===== config.mk =====
export PLATFORM = sky130hd
export DESIGN_NAME = dmem_access_unit_flat
export DESIGN_NICKNAME = d
export VERILOG_FILES = /design/src/rtl/dmem_access_unit_if.sv /design/src/rtl/dmem_access_unit.sv /design/src/flat_wrapper.sv
export SDC_FILE = /design/constraint.sdc
export NUM_CORES = 1
export LEC_CHECK = 0
export CORE_MARGIN = 2
export CORE_UTILIZATION = 38
export DETAILED_ROUTE_END_ITERATION = 7
export GPL_TIMING_DRIVEN = 0
export MAX_ROUTING_LAYER = met4
export PLACE_DENSITY = 0.76
export REMOVE_ABC_BUFFERS = 1
export SKIP_LAST_GASP = 1
export SLEW_MARGIN = 20
export SYNTH_ARGS = -nofsm -noshare
export SYNTH_HDL_FRONTEND = slang
export SYNTH_SLANG_ARGS = --single-unit

===== constraint.sdc =====
create_clock -name clk_in -period 3.58 [get_ports clk_in]
set_clock_uncertainty 0.15 [all_clocks]
set_input_delay 0.716 -clock clk_in [delete_from_list [all_inputs] [get_ports clk_in]]
set_output_delay 0.716 -clock clk_in [all_outputs]
set_load 0.005 [all_outputs]

===== src/rtl/dmem_access_unit_if.sv =====
// Single-outstanding req/ack data-memory bus.
// The access unit is the master; the memory model or fabric is the slave.
interface dmem_access_unit_if;
  logic        bus_req_out;
  logic        bus_we_out;
  logic [31:0] bus_addr_out;
  logic [3:0]  bus_wmask_out;
  logic [31:0] bus_wdata_out;
  logic        bus_ack_in;
  logic [31:0] bus_rdata_in;

  modport master (
    output bus_req_out,
    output bus_we_out,
    output bus_addr_out,
    output bus_wmask_out,
    output bus_wdata_out,
    input  bus_ack_in,
    input  bus_rdata_in
  );

  modport slave (
    input  bus_req_out,
    input  bus_we_out,
    input  bus_addr_out,
    input  bus_wmask_out,
    input  bus_wdata_out,
    output bus_ack_in,
    output bus_rdata_in
  );
endinterface


===== src/rtl/dmem_access_unit.sv =====
// Data-memory access controller: latches a load/store, runs one req/ack bus transaction
// with timeout, and registers the read word for load alignment. Optional macro: MISALIGN_TRAP_EN.
module dmem_access_unit #(
  parameter int TIMEOUT_CYCLES = 256
) (
  input  logic                 clk_in,
  input  logic                 rst_in,
  input  logic                 mem_req_in,
  input  logic                 mem_wr_in,
  input  logic [1:0]           size_in,
  input  logic [31:0]          iadder_in,
  input  logic [31:0]          rs2_in,
  dmem_access_unit_if.master   bus,
  output logic [31:0]          dm_data_out,
  output logic [1:0]           iadder_out_1_to_0_out,
  output logic                 stall_out,
  output logic                 done_out,
  output logic                 bus_err_out
`ifdef MISALIGN_TRAP_EN
  ,
  output logic                 misaligned_out
`endif
);

  localparam int TW = (TIMEOUT_CYCLES > 2) ? $clog2(TIMEOUT_CYCLES) : 1;
  localparam logic [TW-1:0] TIMER_LAST = TW'(TIMEOUT_CYCLES - 1);

  typedef enum logic [1:0] {
    IDLE = 2'd0,
    REQ  = 2'd1,
    DONE = 2'd2
  } state_t;

  state_t        state;
  logic [TW-1:0] timer;
  logic [3:0]    req_mask;
  logic [31:0]   req_wdata;

  // Stores replicate the significant bits onto every lane so the mask alone selects bytes.
  always_comb begin
    req_mask  = 4'b0000;
    req_wdata = 32'h0000_0000;
    if (mem_wr_in) begin
      case (size_in)
        2'b00: begin
          req_mask  = 4'b0001 << iadder_in[1:0];
          req_wdata = {4{rs2_in[7:0]}};
        end
        2'b01: begin
          req_mask  = iadder_in[1] ? 4'b1100 : 4'b0011;
          req_wdata = {2{rs2_in[15:0]}};
        end
        default: begin
          req_mask  = 4'b1111;
          req_wdata = rs2_in;
        end
      endcase
    end
  end

`ifdef MISALIGN_TRAP_EN
  logic misaligned_req;

  always_comb begin
    misaligned_req = 1'b0;
    case (size_in)
      2'b00:   misaligned_req = 1'b0;
      2'b01:   misaligned_req = iadder_in[0];
      default: misaligned_req = |iadder_in[1:0];
    endcase
  end
`endif

  // Reset forces stall low even while the pipeline still presents a request.
  assign stall_out = !rst_in && (((state == IDLE) && mem_req_in) || (state == REQ));

  always_ff @(posedge clk_in or posedge rst_in) begin
    if (rst_in) begin
      state                 <= IDLE;
      timer                 <= '0;
      bus.bus_req_out       <= 1'b0;
      bus.bus_we_out        <= 1'b0;
      bus.bus_addr_out      <= 32'h0000_0000;
      bus.bus_wmask_out     <= 4'b0000;
      bus.bus_wdata_out     <= 32'h0000_0000;
      dm_data_out           <= 32'h0000_0000;
      iadder_out_1_to_0_out <= 2'b00;
      done_out              <= 1'b0;
      bus_err_out           <= 1'b0;
`ifdef MISALIGN_TRAP_EN
      misaligned_out        <= 1'b0;
`endif
    end else begin
      done_out    <= 1'b0;
      bus_err_out <= 1'b0;
`ifdef MISALIGN_TRAP_EN
      misaligned_out <= 1'b0;
`endif
      case (state)
        IDLE: begin
          if (mem_req_in) begin
            bus.bus_we_out        <= mem_wr_in;
            bus.bus_addr_out      <= {iadder_in[31:2], 2'b00};
            bus.bus_wmask_out     <= req_mask;
            bus.bus_wdata_out     <= req_wdata;
            iadder_out_1_to_0_out <= iadder_in[1:0];
            timer                 <= '0;
`ifdef MISALIGN_TRAP_EN
            if (misaligned_req) begin
              state          <= DONE;
              done_out       <= 1'b1;
              misaligned_out <= 1'b1;
            end else begin
              state           <= REQ;
              bus.bus_req_out <= 1'b1;
            end
`else
            state           <= REQ;
            bus.bus_req_out <= 1'b1;
`endif
          end
        end

        // An ack in the limit cycle takes priority over the timeout.
        REQ: begin
          if (bus.bus_ack_in) begin
            state           <= DONE;
            bus.bus_req_out <= 1'b0;
            done_out        <= 1'b1;
            if (!bus.bus_we_out) begin
              dm_data_out <= bus.bus_rdata_in;
            end
          end else if (timer == TIMER_LAST) begin
            state           <= DONE;
            bus.bus_req_out <= 1'b0;
            done_out        <= 1'b1;
            bus_err_out     <= 1'b1;
          end else begin
            timer <= timer + TW'(1);
          end
        end

        DONE: begin
          state <= IDLE;
        end

        default: begin
          state           <= IDLE;
          bus.bus_req_out <= 1'b0;
        end
      endcase
    end
  end

endmodule

===== src/flat_wrapper.sv =====
// flat-port wrapper written by rule: the top's interface ports become plain ports
module dmem_access_unit_flat 
#(
  parameter int TIMEOUT_CYCLES = 256
)
  (clk_in, rst_in, mem_req_in, mem_wr_in, size_in, iadder_in, rs2_in, dm_data_out, iadder_out_1_to_0_out, stall_out, done_out, bus_err_out, bus_bus_req_out, bus_bus_we_out, bus_bus_addr_out, bus_bus_wmask_out, bus_bus_wdata_out, bus_bus_ack_in, bus_bus_rdata_in);
  dmem_access_unit_if bus_i ();
  input  logic clk_in;
  input  logic rst_in;
  input  logic mem_req_in;
  input  logic mem_wr_in;
  input  logic [1:0] size_in;
  input  logic [31:0] iadder_in;
  input  logic [31:0] rs2_in;
  output logic [31:0] dm_data_out;
  output logic [1:0] iadder_out_1_to_0_out;
  output logic stall_out;
  output logic done_out;
  output logic bus_err_out;
  output wire logic [$bits(bus_i.bus_req_out)-1:0] bus_bus_req_out;
  output wire logic [$bits(bus_i.bus_we_out)-1:0] bus_bus_we_out;
  output wire logic [$bits(bus_i.bus_addr_out)-1:0] bus_bus_addr_out;
  output wire logic [$bits(bus_i.bus_wmask_out)-1:0] bus_bus_wmask_out;
  output wire logic [$bits(bus_i.bus_wdata_out)-1:0] bus_bus_wdata_out;
  input wire logic [$bits(bus_i.bus_ack_in)-1:0] bus_bus_ack_in;
  input wire logic [$bits(bus_i.bus_rdata_in)-1:0] bus_bus_rdata_in;
  assign bus_bus_req_out = bus_i.bus_req_out;
  assign bus_bus_we_out = bus_i.bus_we_out;
  assign bus_bus_addr_out = bus_i.bus_addr_out;
  assign bus_bus_wmask_out = bus_i.bus_wmask_out;
  assign bus_bus_wdata_out = bus_i.bus_wdata_out;
  assign bus_i.bus_ack_in = bus_bus_ack_in;
  assign bus_i.bus_rdata_in = bus_bus_rdata_in;
  dmem_access_unit #(.TIMEOUT_CYCLES(TIMEOUT_CYCLES)) u_core (.clk_in(clk_in), .rst_in(rst_in), .mem_req_in(mem_req_in), .mem_wr_in(mem_wr_in), .size_in(size_in), .iadder_in(iadder_in), .rs2_in(rs2_in), .bus(bus_i), .dm_data_out(dm_data_out), .iadder_out_1_to_0_out(iadder_out_1_to_0_out), .stall_out(stall_out), .done_out(done_out), .bus_err_out(bus_err_out));
endmodule

==> flow_summary.toml, run 1 <==
[status]
status = "complete, no violations"

[clocking]
cts_resized = 0
cts_post_setup_buffers_inserted = 0
clk_pin_slew_ps = 50
cts_root_buf = "clkbuf_16"
cts_buffers = 17
clock_path_buffers = 2
tritoncts = "yes"
clkSinkCount = 114
cts_hold_buf = 0
clock_latency_ps = 410
htree_levels = 4

[floorplanning]
die_h_um = 116.3
die_x_um = 116.3
core_area_sq_um = 12470
initial_core_util_pct = 38.45
io_pins = 210
dieArea_sq_um = 13530
rows = 41

[place]
dpl_worst_slack_ps = 703.3
port_buffers = 207
gp_congestion = 0.7476
place_hpwl_mm = 9.404
dpl-instance-area_sq_um = 7102

[finish]
final_common_cell = "clkdlybuf4s50_1"
layout_common_cells = "clkdlybuf4s50_1, nand2_1, dfrtp_1"
drive_above_1_share_pct = 12.74
layout.nets = 766
num_antenna_cells = 0
area_delta_synth_final_pct = 60.98
design_area_sq_um = 7716

[synthesis]
async_flop_share_pct = 100.0
synth-seq-cells = 114
synth_cell_types = 36
synth_area_leaders = "dfrtp_1, nand2_1, mux2_2"
synth_top_cell_area_share_pct = 59.51
synth_edf_count = 0
syn_inst = 454
synth_ff_type = "dfrtp_1"
ys_warn_count = 0
ys_seq_area_share_pct = 59.51
syn_area_sq_um = 4793
synth_top_cell_by_area = "dfrtp_1"
syn_area_per_cell_sq_um = 10.56

[grt]
grt_overflow = 0
grt_pass1_wl_mm = 20.37
grtUsageTotal_pct = 20.19
grt_pass1_vias = 4151
grt_max_degree = 64
antenna_found_initial = 0

[timing]
max_freq_ghz = 0.3520
timing_hold_violations_final = 0
final-setup-viol-count = 0
period_share_pct = 79.34
period_needed_ps = 2841
slew_headroom_pct = 34.90
worst_slack_ps = 739.5
maxSlewViolCount = 0
rsz0062_at_grt = "false"
tightest_slew_ps = 973.4

[min_path]
hp-class = "reg2reg"
hold_start = "u_core.bus.bus_wdata_out[2]"

[route]
drtAntennaViolNets = 0
vias = 4064
drcViolationCount = 0
viasPerCell = 4.798
wl_per_cell_um = 15.31
drt-initial-drc-count = 207
routed_wl_mm = 12.96
firstDrtPassIters = 4

[power_and_ir_drop]
powerDensity_nw_per_um2 = 808.0
power.leakage_nw = 3.409
peakVddDrop_uv = 318.7

[critical_path]
timing.rr.start = "u_core.state[1]"
cp-start-kind = "primary input"
cp-startpoint = "mem_req_in"
path_max_fanout = 4
worstSetupPathType = "in2out"
cp.required_ps = 2710
arrival_ps = 1970
cp-end-kind = "output port"

[job]
cap_violations = 0
## worst max-delay path: stages
cell and delay, ps:
clkdlybuf4s50_1 540, o21bai_1 120, nor2_1 100, clkdlybuf4s50_1 500
## worst paths after layout
path,to,slack (ps),cells after the start
max,stall_out,740,4
min,u_core.bus.bus_wdata_out[2],320,2
max reg2reg,u_core.dm_data_out[12],1250,4
min reg2reg,u_core.bus.bus_wdata_out[2],320,2
max in group asynchronous,u_core.bus.bus_addr_out[19],1980,3
min in group asynchronous,u_core.dm_data_out[20],640,2
## logic make-up after synthesis
group                    share of synthesized area, %
adder cells (fa/ha/maj)                        0.2610
AO/OA/AOI/OAI                                   8.197
multiplexers                                    11.07
AND/OR/NAND/NOR                                 17.91
other                                         0.07823
buffers and inverters                           2.976
flip-flops                                      59.51
## cell type report
type | instances | area, sq um
fillers | 1019 | 4750
flip-flops and latches | 114 | 2853
repair buffers | 216 | 2196
multi-input cells | 308 | 1814
clock buffers | 20 | 456.7
well taps | 172 | 215.2
clock inverters | 12 | 157.7
inverters | 5 | 23.77
## registers in the layout (all words and copies together) (netlist names)
register                      flops
u_core.dm_data_out               32
u_core.bus.bus_wdata_out         32
u_core.state                      2
u_core.timer                      8
u_core.bus.bus_wmask_out          4
u_core.bus_err_out                1
u_core.done_out                   1
u_core.bus.bus_req_out            1
u_core.bus.bus_we_out             1
u_core.iadder_out_1_to_0_out      2
u_core.bus.bus_addr_out          30
## Yosys cell counts (2+ instances only)
| cell type | instances |
|---|---|
| a21oi_1 | 8 |
| a22o_1 | 8 |
| buf_1 | 3 |
| buf_2 | 3 |
| buf_4 | 2 |
| clkbuf_1 | 19 |
| dfrtp_1 | 114 |
| inv_1 | 5 |
| mux2_2 | 40 |
| mux2i_1 | 8 |
| nand2_1 | 140 |
| nand2b_1 | 3 |
| nand3_1 | 10 |
| nor2_1 | 15 |
| nor2b_1 | 17 |
| nor3b_2 | 2 |
| o21ai_0 | 19 |
| o31ai_1 | 18 |
| or3_1 | 2 |
| or4_1 | 2 |
## stage by stage
step	setup TNS (ps)	hold slack [ps]	total power, mW	cells	util [%]
after floorplan	-34390	312.8	2.965	427	-
after global placement	-285640	300.7	4.407	806	55.84
after detailed placement	0	312.1	4.549	815	56.97
after CTS	0	325.5	6.314	847	61.90
after global routing	0	346.2	6.636	847	61.90
final	0	316.2	6.235	847	61.90
## routing by layer
metal	GRT usage [%]	wire length, um	vias up
li1	-	-	1941
met1	23.42	5460	1943
met2	33.22	6242	161
met3	5.916	1005	19
met4	7.778	256	0
met5	-	0	-
## where the power goes
part           switching, mW  leakage [nW]  internal (mW)
Sequential             0.335          1.43           1.86
Clock                  0.596         0.292           1.13
Combinational          0.849          1.69           1.46
(Power assumes the default switching activity.)
==> inputs of run 2 (changes only) <==
--- a/config.mk
+++ b/config.mk
@@ -6,11 +6,11 @@
 export NUM_CORES = 1
 export LEC_CHECK = 0
 export CORE_MARGIN = 2
-export CORE_UTILIZATION = 38
+export CORE_UTILIZATION = 42
 export DETAILED_ROUTE_END_ITERATION = 7
 export GPL_TIMING_DRIVEN = 0
 export MAX_ROUTING_LAYER = met4
-export PLACE_DENSITY = 0.76
+export PLACE_DENSITY = 0.8
 export REMOVE_ABC_BUFFERS = 1
 export SKIP_LAST_GASP = 1
 export SLEW_MARGIN = 20
==> constraint.sdc (replaced) <==
create_clock -name clk_in -period 2.9 [get_ports clk_in]
set_clock_uncertainty 0.15 [all_clocks]
set_input_delay 0.58 -clock clk_in [delete_from_list [all_inputs] [get_ports clk_in]]
set_output_delay 0.58 -clock clk_in [all_outputs]
set_load 0.005 [all_outputs]
==> run 2 against run 1 <==
  * Hold slack worse by 1.1 ps
  * Worst setup slack worse by 420 ps
  * Critical endpoint unchanged
  * Sequential power up 23%
  * Clock-buffer cell count up 2
  * Highest routed layer unchanged
  * First-iteration DRC count down 15%
  * Sequential share of layout area up 0.36 points
  * Utilization up 5.9 points
  * Final cell count down 3.5%
==> flow_summary.toml, run 2 (synthesized netlist as in run 1, its figures left out) <==
[clocking]
tritoncts = "yes"
clkSinkCount = 114
cts_post_setup_buffers_inserted = 0
cts_buffers = 17
clock_latency_ps = 400
cts_hold_buf = 0
htree_levels = 4
cts_root_buf = "clkbuf_16"
clock_path_buffers = 2
cts_resized = 0
clk_pin_slew_ps = 50

[critical_path]
crit_buf_inv = 2
rrSetupSlack_ps = 560
cp-start-kind = "primary input"
slowest_delay_ps = 540
critPathTopFamily = "buffers and inverters"
cp.depth = 4
path_common_cell = "clkdlybuf4s50_1"
worstPathCellList = "clkdlybuf4s50_1, o21bai_1, nor2_1, clkdlybuf4s50_1"
worstSetupPathType = "in2out"
reg2reg_to = "u_core.dm_data_out[1]"
path_max_fanout = 4
cp.required_ps = 2170
timing.rr.start = "u_core.state[1]"
critical-path-slowest-cell = "clkdlybuf4s50_1"
cp-end-kind = "output port"
worst-r2r-cell-count = 4
arrival_ps = 1850

[timing]
maxSlewViolCount = 0
period_share_pct = 88.96
max_freq_ghz = 0.3876
final-setup-viol-count = 0
worst_slack_ps = 320.3
rsz0062_at_grt = "false"
period_needed_ps = 2580
tightest_slew_ps = 927.2
fin_setup_tns_ps = 0
timing_hold_violations_final = 0
slew_headroom_pct = 37.99

[power_and_ir_drop]
p_comb_share_pct = 37.8
peakVddDrop_uv = 627.4
powerDensity_nw_per_um2 = 988.6
power.leakage_nw = 3.394
switching_share_pct = 28.41
p_int_mw = 5.408
p_switching_mw = 2.146
pwr-share-seq_pct = 35.8
clkPwrFrac_pct = 26.4
p_total_mw = 7.554

[grt]
antenna_found_initial = 0
grt_pass1_wl_mm = 20.69
grt_max_degree = 77
grt_pass1_vias = 4148
grt_overflow = 0
grtUsageTotal_pct = 21.70

[finish]
drive_above_1_share_pct = 12.31
final_common_cell = "clkdlybuf4s50_1"
fillers = 883
layout_common_cells = "clkdlybuf4s50_1, nand2_1, dfrtp_1"
reg_top3 = "u_core.bus.bus_wdata_out: 32 flops, u_core.dm_data_out: 32 flops, u_core.bus.bus_addr_out: 30 flops"
num_antenna_cells = 0
area_delta_synth_final_pct = 59.41
layout.nets = 766

[route]
drcViolationCount = 0
drtAntennaViolNets = 0
drt-initial-drc-count = 176
firstDrtPassIters = 4
routed_wl_mm = 12.69
vias = 4044
wl_per_cell_um = 15.54
viasPerCell = 4.950

[place]
place_hpwl_mm = 9.333
dpl_worst_slack_ps = 139.7
port_buffers = 207
gp_congestion = 0.7969

[floorplanning]
io_pins = 210
rows = 39
die_h_um = 110.8
core_area_sq_um = 11270
die_x_um = 110.8
dieArea_sq_um = 12280
initial_core_util_pct = 42.52

[job]
cap_violations = 0

[status]
status = "complete, no violations"

[min_path]
hold_start = "u_core.bus.bus_wdata_out[0]"
whs_path_depth = 2
min_to = "u_core.bus.bus_wdata_out[0]"
hp-class = "reg2reg"
[run 2: per-layer routing]
metal	GRT usage (%)	part of all wire (%)	vias to the layer above
met5	-	0	-
met4	7.417	1.7	0
met3	5.249	6.1	20
met2	36.07	49	157
met1	26.08	43	1925
li1	-	-	1942
[run 2: worst max path at each step]
| stage | start | to |
|---|---|---|
| 6_report | mem_req_in | stall_out |
| 2_1_floorplan | rst_in | u_core.bus.bus_addr_out[10] |
| 3_5_place_dp | bus_bus_ack_in | u_core.dm_data_out[16] |
| 4_1_cts | mem_req_in | stall_out |
| 5_1_grt | mem_req_in | stall_out |
| 3_3_place_gp | rst_in | u_core.bus.bus_addr_out[21] |
[run 2: power groups by stage]
stage	Sequential, mW	Clock, mW	Combinational, mW
floorplan	2.74	0	0.919
CTS	2.71	2.03	2.90
finish	2.71	1.99	2.85
detailed placement	2.73	0	2.88
global route	2.80	2.11	3.09
global placement	2.68	0	2.76
[run 2: worst min-delay path, delay by kind of cell (launching register included)]
family / cells / cell delay (ps)
DFF: 1 / 340
and+or+nand+nor: 2 / 100
[run 2: area by class of cell]
class,instances,area (sq um),share of cell area (%)
tap,143,178.9,2.342
inverter,5,23.77,0.3111
multi-input combinational,308,1814,23.74
clock inverter,9,107.6,1.408
sequential,114,2853,37.33
clock buffer,22,464.2,6.075
timing repair buffer,216,2200,28.79
[run 2: per-stage QoR]
stage | instance area, sq um | util, % | hold WS [ps] | cells
floorplan | 4673 | - | 312.8 | 427
global placement | 6924 | 61.43 | 301.2 | 777
detailed placement | 7069 | 62.72 | 310.7 | 786
CTS | 7641 | 67.79 | 322.8 | 817
global route | 7641 | 67.79 | 340.1 | 817
finish | 7641 | 67.79 | 315.1 | 817
==> variant (flow settings as in run 2) <==
`TIMEOUT_CYCLES` is set to 256 in 2 places; all go to 512.
--- a/src/rtl/dmem_access_unit.sv
+++ b/src/rtl/dmem_access_unit.sv
@@ -1,7 +1,7 @@
 // Data-memory access controller: latches a load/store, runs one req/ack bus transaction
 // with timeout, and registers the read word for load alignment. Optional macro: MISALIGN_TRAP_EN.
 module dmem_access_unit #(
-  parameter int TIMEOUT_CYCLES = 256
+  parameter int TIMEOUT_CYCLES = 512
 ) (
   input  logic                 clk_in,
   input  logic                 rst_in,
--- a/src/flat_wrapper.sv
+++ b/src/flat_wrapper.sv
@@ -1,7 +1,7 @@
 // flat-port wrapper written by rule: the top's interface ports become plain ports
 module dmem_access_unit_flat 
 #(
-  parameter int TIMEOUT_CYCLES = 256
+  parameter int TIMEOUT_CYCLES = 512
 )
   (clk_in, rst_in, mem_req_in, mem_wr_in, size_in, iadder_in, rs2_in, dm_data_out, iadder_out_1_to_0_out, stall_out, done_out, bus_err_out, bus_bus_req_out, bus_bus_we_out, bus_bus_addr_out, bus_bus_wmask_out, bus_bus_wdata_out, bus_bus_ack_in, bus_bus_rdata_in);
   dmem_access_unit_if bus_i ();
Function: same outputs for any inputs over 4 cycles, from zero or initial values and one cycle with rst_in high; that may be too few to reach the edited logic, so the function may still have changed.
==> variant against run 2 <==
Area after synthesis barely moved; die area barely moved; setup slack got worse by 120 ps; clock power rose by 12%; total power fell by 4.0%; critical path type unchanged; register-to-register slack got worse by 260 ps; largest cell class unchanged; sequential share of layout area rose by 0.11 points; first-iteration DRC count rose by 12%; highest routed layer unchanged; routed wire length rose by 4.7%; cell area rose by 0.59%; maximum frequency fell by 4.6%; sequential cell count rose by 1.
==> variant: results (changes against run 2) <==
[setup_path]
slowest_delay_ps=470  ; -70 ps
rrSetupSlack_ps=300  ; -260 ps
reg2regPathDepth=7  ; +3
reg2reg_from=u_core.timer[0]
crit_fanout=4  ; unchanged
reg2reg_to=u_core.timer[5]
crit_arrival_ps=1970  ; +120 ps
crit_slowest_cell=clkdlybuf4s50_1

[timing]
max_slew_margin=0.368  ; -0.0123
final.min_clock_period_ps=2700  ; +124 ps

[status]
status=completed

[power_and_ir_drop]
p_leak_nw=3.41  ; +0.60%
swShare=0.277  ; -0.00678
pg_seq_mw=2.58  ; -5%
peakVddDrop_mv=0.509  ; -19%
pwr.group.combinational_mw=2.44  ; -14%
netSwitchingPower_mw=2.01  ; -6.3%

[worst_hold_path]
hold_end=u_core.bus.bus_wdata_out[4]
hold_start=u_core.bus.bus_wdata_out[4]

[place]
hpwl_microns=9490  ; +1.6%
preCtsSetupSlack_ps=12.1  ; -128 ps
place_congestion=0.803  ; +0.75%
dp_cells=789  ; +0.38%

[clock_tree]
postCtsSetupBuffers=0  ; unchanged
ctsRootBufferMaster=clkbuf_16
cts_buffer_depth=2  ; unchanged
clock_latency_ps=400  ; about the same
cts-buffers-inserted=17  ; unchanged
ctsResizeCount=0  ; unchanged
clk_pin_slew_worst_paths_ps=50  ; about the same

[logic_synthesis]
synth_commonest_cells=138 x nand2_1, 115 x dfrtp_1, 49 x o21ai_0
ys_types=34  ; -5.6%
synth_top_cells_by_area=dfrtp_1 60%, nand2_1 11%, mux2_2 9.4%
synth_ff_type=dfrtp_1
syn-instance-count=458  ; +0.88%
seq_area_frac_synth=0.600  ; +0.00475

[global_routing]
grt_pass1_wl_microns=21700  ; +5.1%
first_global_vias=4366  ; +5.3%
grt_util_all_layers=0.229  ; +0.0118
antenna_found_initial=0  ; unchanged
grt_max_degree=60  ; -22%

[drt]
viasPerCell=5.06  ; +2.2%
drt_wl_total_microns=13300  ; +4.7%
routed-wl-met3_microns=930  ; +20%
highest_layer=met4
wl_met2_microns=6570  ; +4.6%
drt-initial-drc-count=197  ; +12%
met1_length_microns=5510  ; +1.8%
num_vias=4154  ; +2.7%

[layout]
fill_cells=866  ; -1.9%
fin_nets=770  ; +0.52%
reg_top3=u_core.bus.bus_wdata_out: 32 flops, u_core.dm_data_out: 32 flops, u_core.bus.bus_addr_out: 30 flops
drive_gt1_frac=0.125  ; +0.00222
n_antenna_cell=0  ; unchanged

## variant: cell count changes in the layout (fill, tap and decap cells not counted), sizes merged, moves of 4 or more
cell	change
clkbuf	-4
nor2b	-16
o31ai	-14
inv	+5
o21ai	+30
## variant: worst min-delay path, cell delays in order, from the launching register on
cell and delay (ps):
dfrtp_1 330, nand2_1 50, nand2_1 50
## variant: final cells by class
type	instances	share of cell area
Sequential cell	115	0.374
Timing Repair Buffer	215	0.283
Multi-Input combinational cell	309	0.232
Clock buffer	18	0.0571
Clock inverter	14	0.0262
Tap cell	143	0.0233
Inverter	7	0.00407
## variant: per-layer routing
| metal | vias to the layer above | track usage |
|---|---|---|
| met2 | 198 | 0.371 |
| li1 | 1962 | - |
| met3 | 23 | 0.0607 |
| met1 | 1971 | 0.277 |
| met4 | 0 | 0.0850 |
| met5 | - | - |
## variant: logic make-up (layout without fill, tap and decap cells)
group                    count (synthesis)  count (layout)  share of synthesized area
adder cells (fa/ha/maj)                  2               2                    0.00522
multiplexers                            48              48                      0.111
other                                    1               2                   0.000782
AND/OR/NAND/NOR                        179             179                      0.156
AO/OA/AOI/OAI                           78              78                     0.0955
buffers and inverters                   35             254                     0.0323
flip-flops                             115             115                      0.600
## variant: through the flow
| step | setup TNS (ps) | hold slack [ps] | instance area, sq um |
|---|---|---|---|
| after floorplan | -175760 | 300 | 4670 |
| after global placement | -552810 | 302 | 6920 |
| after detailed placement | 0 | 304 | 7050 |
| after CTS | 0 | 317 | 7690 |
| after global routing | 0 | 339 | 7690 |
| final | 0 | 315 | 7690 |
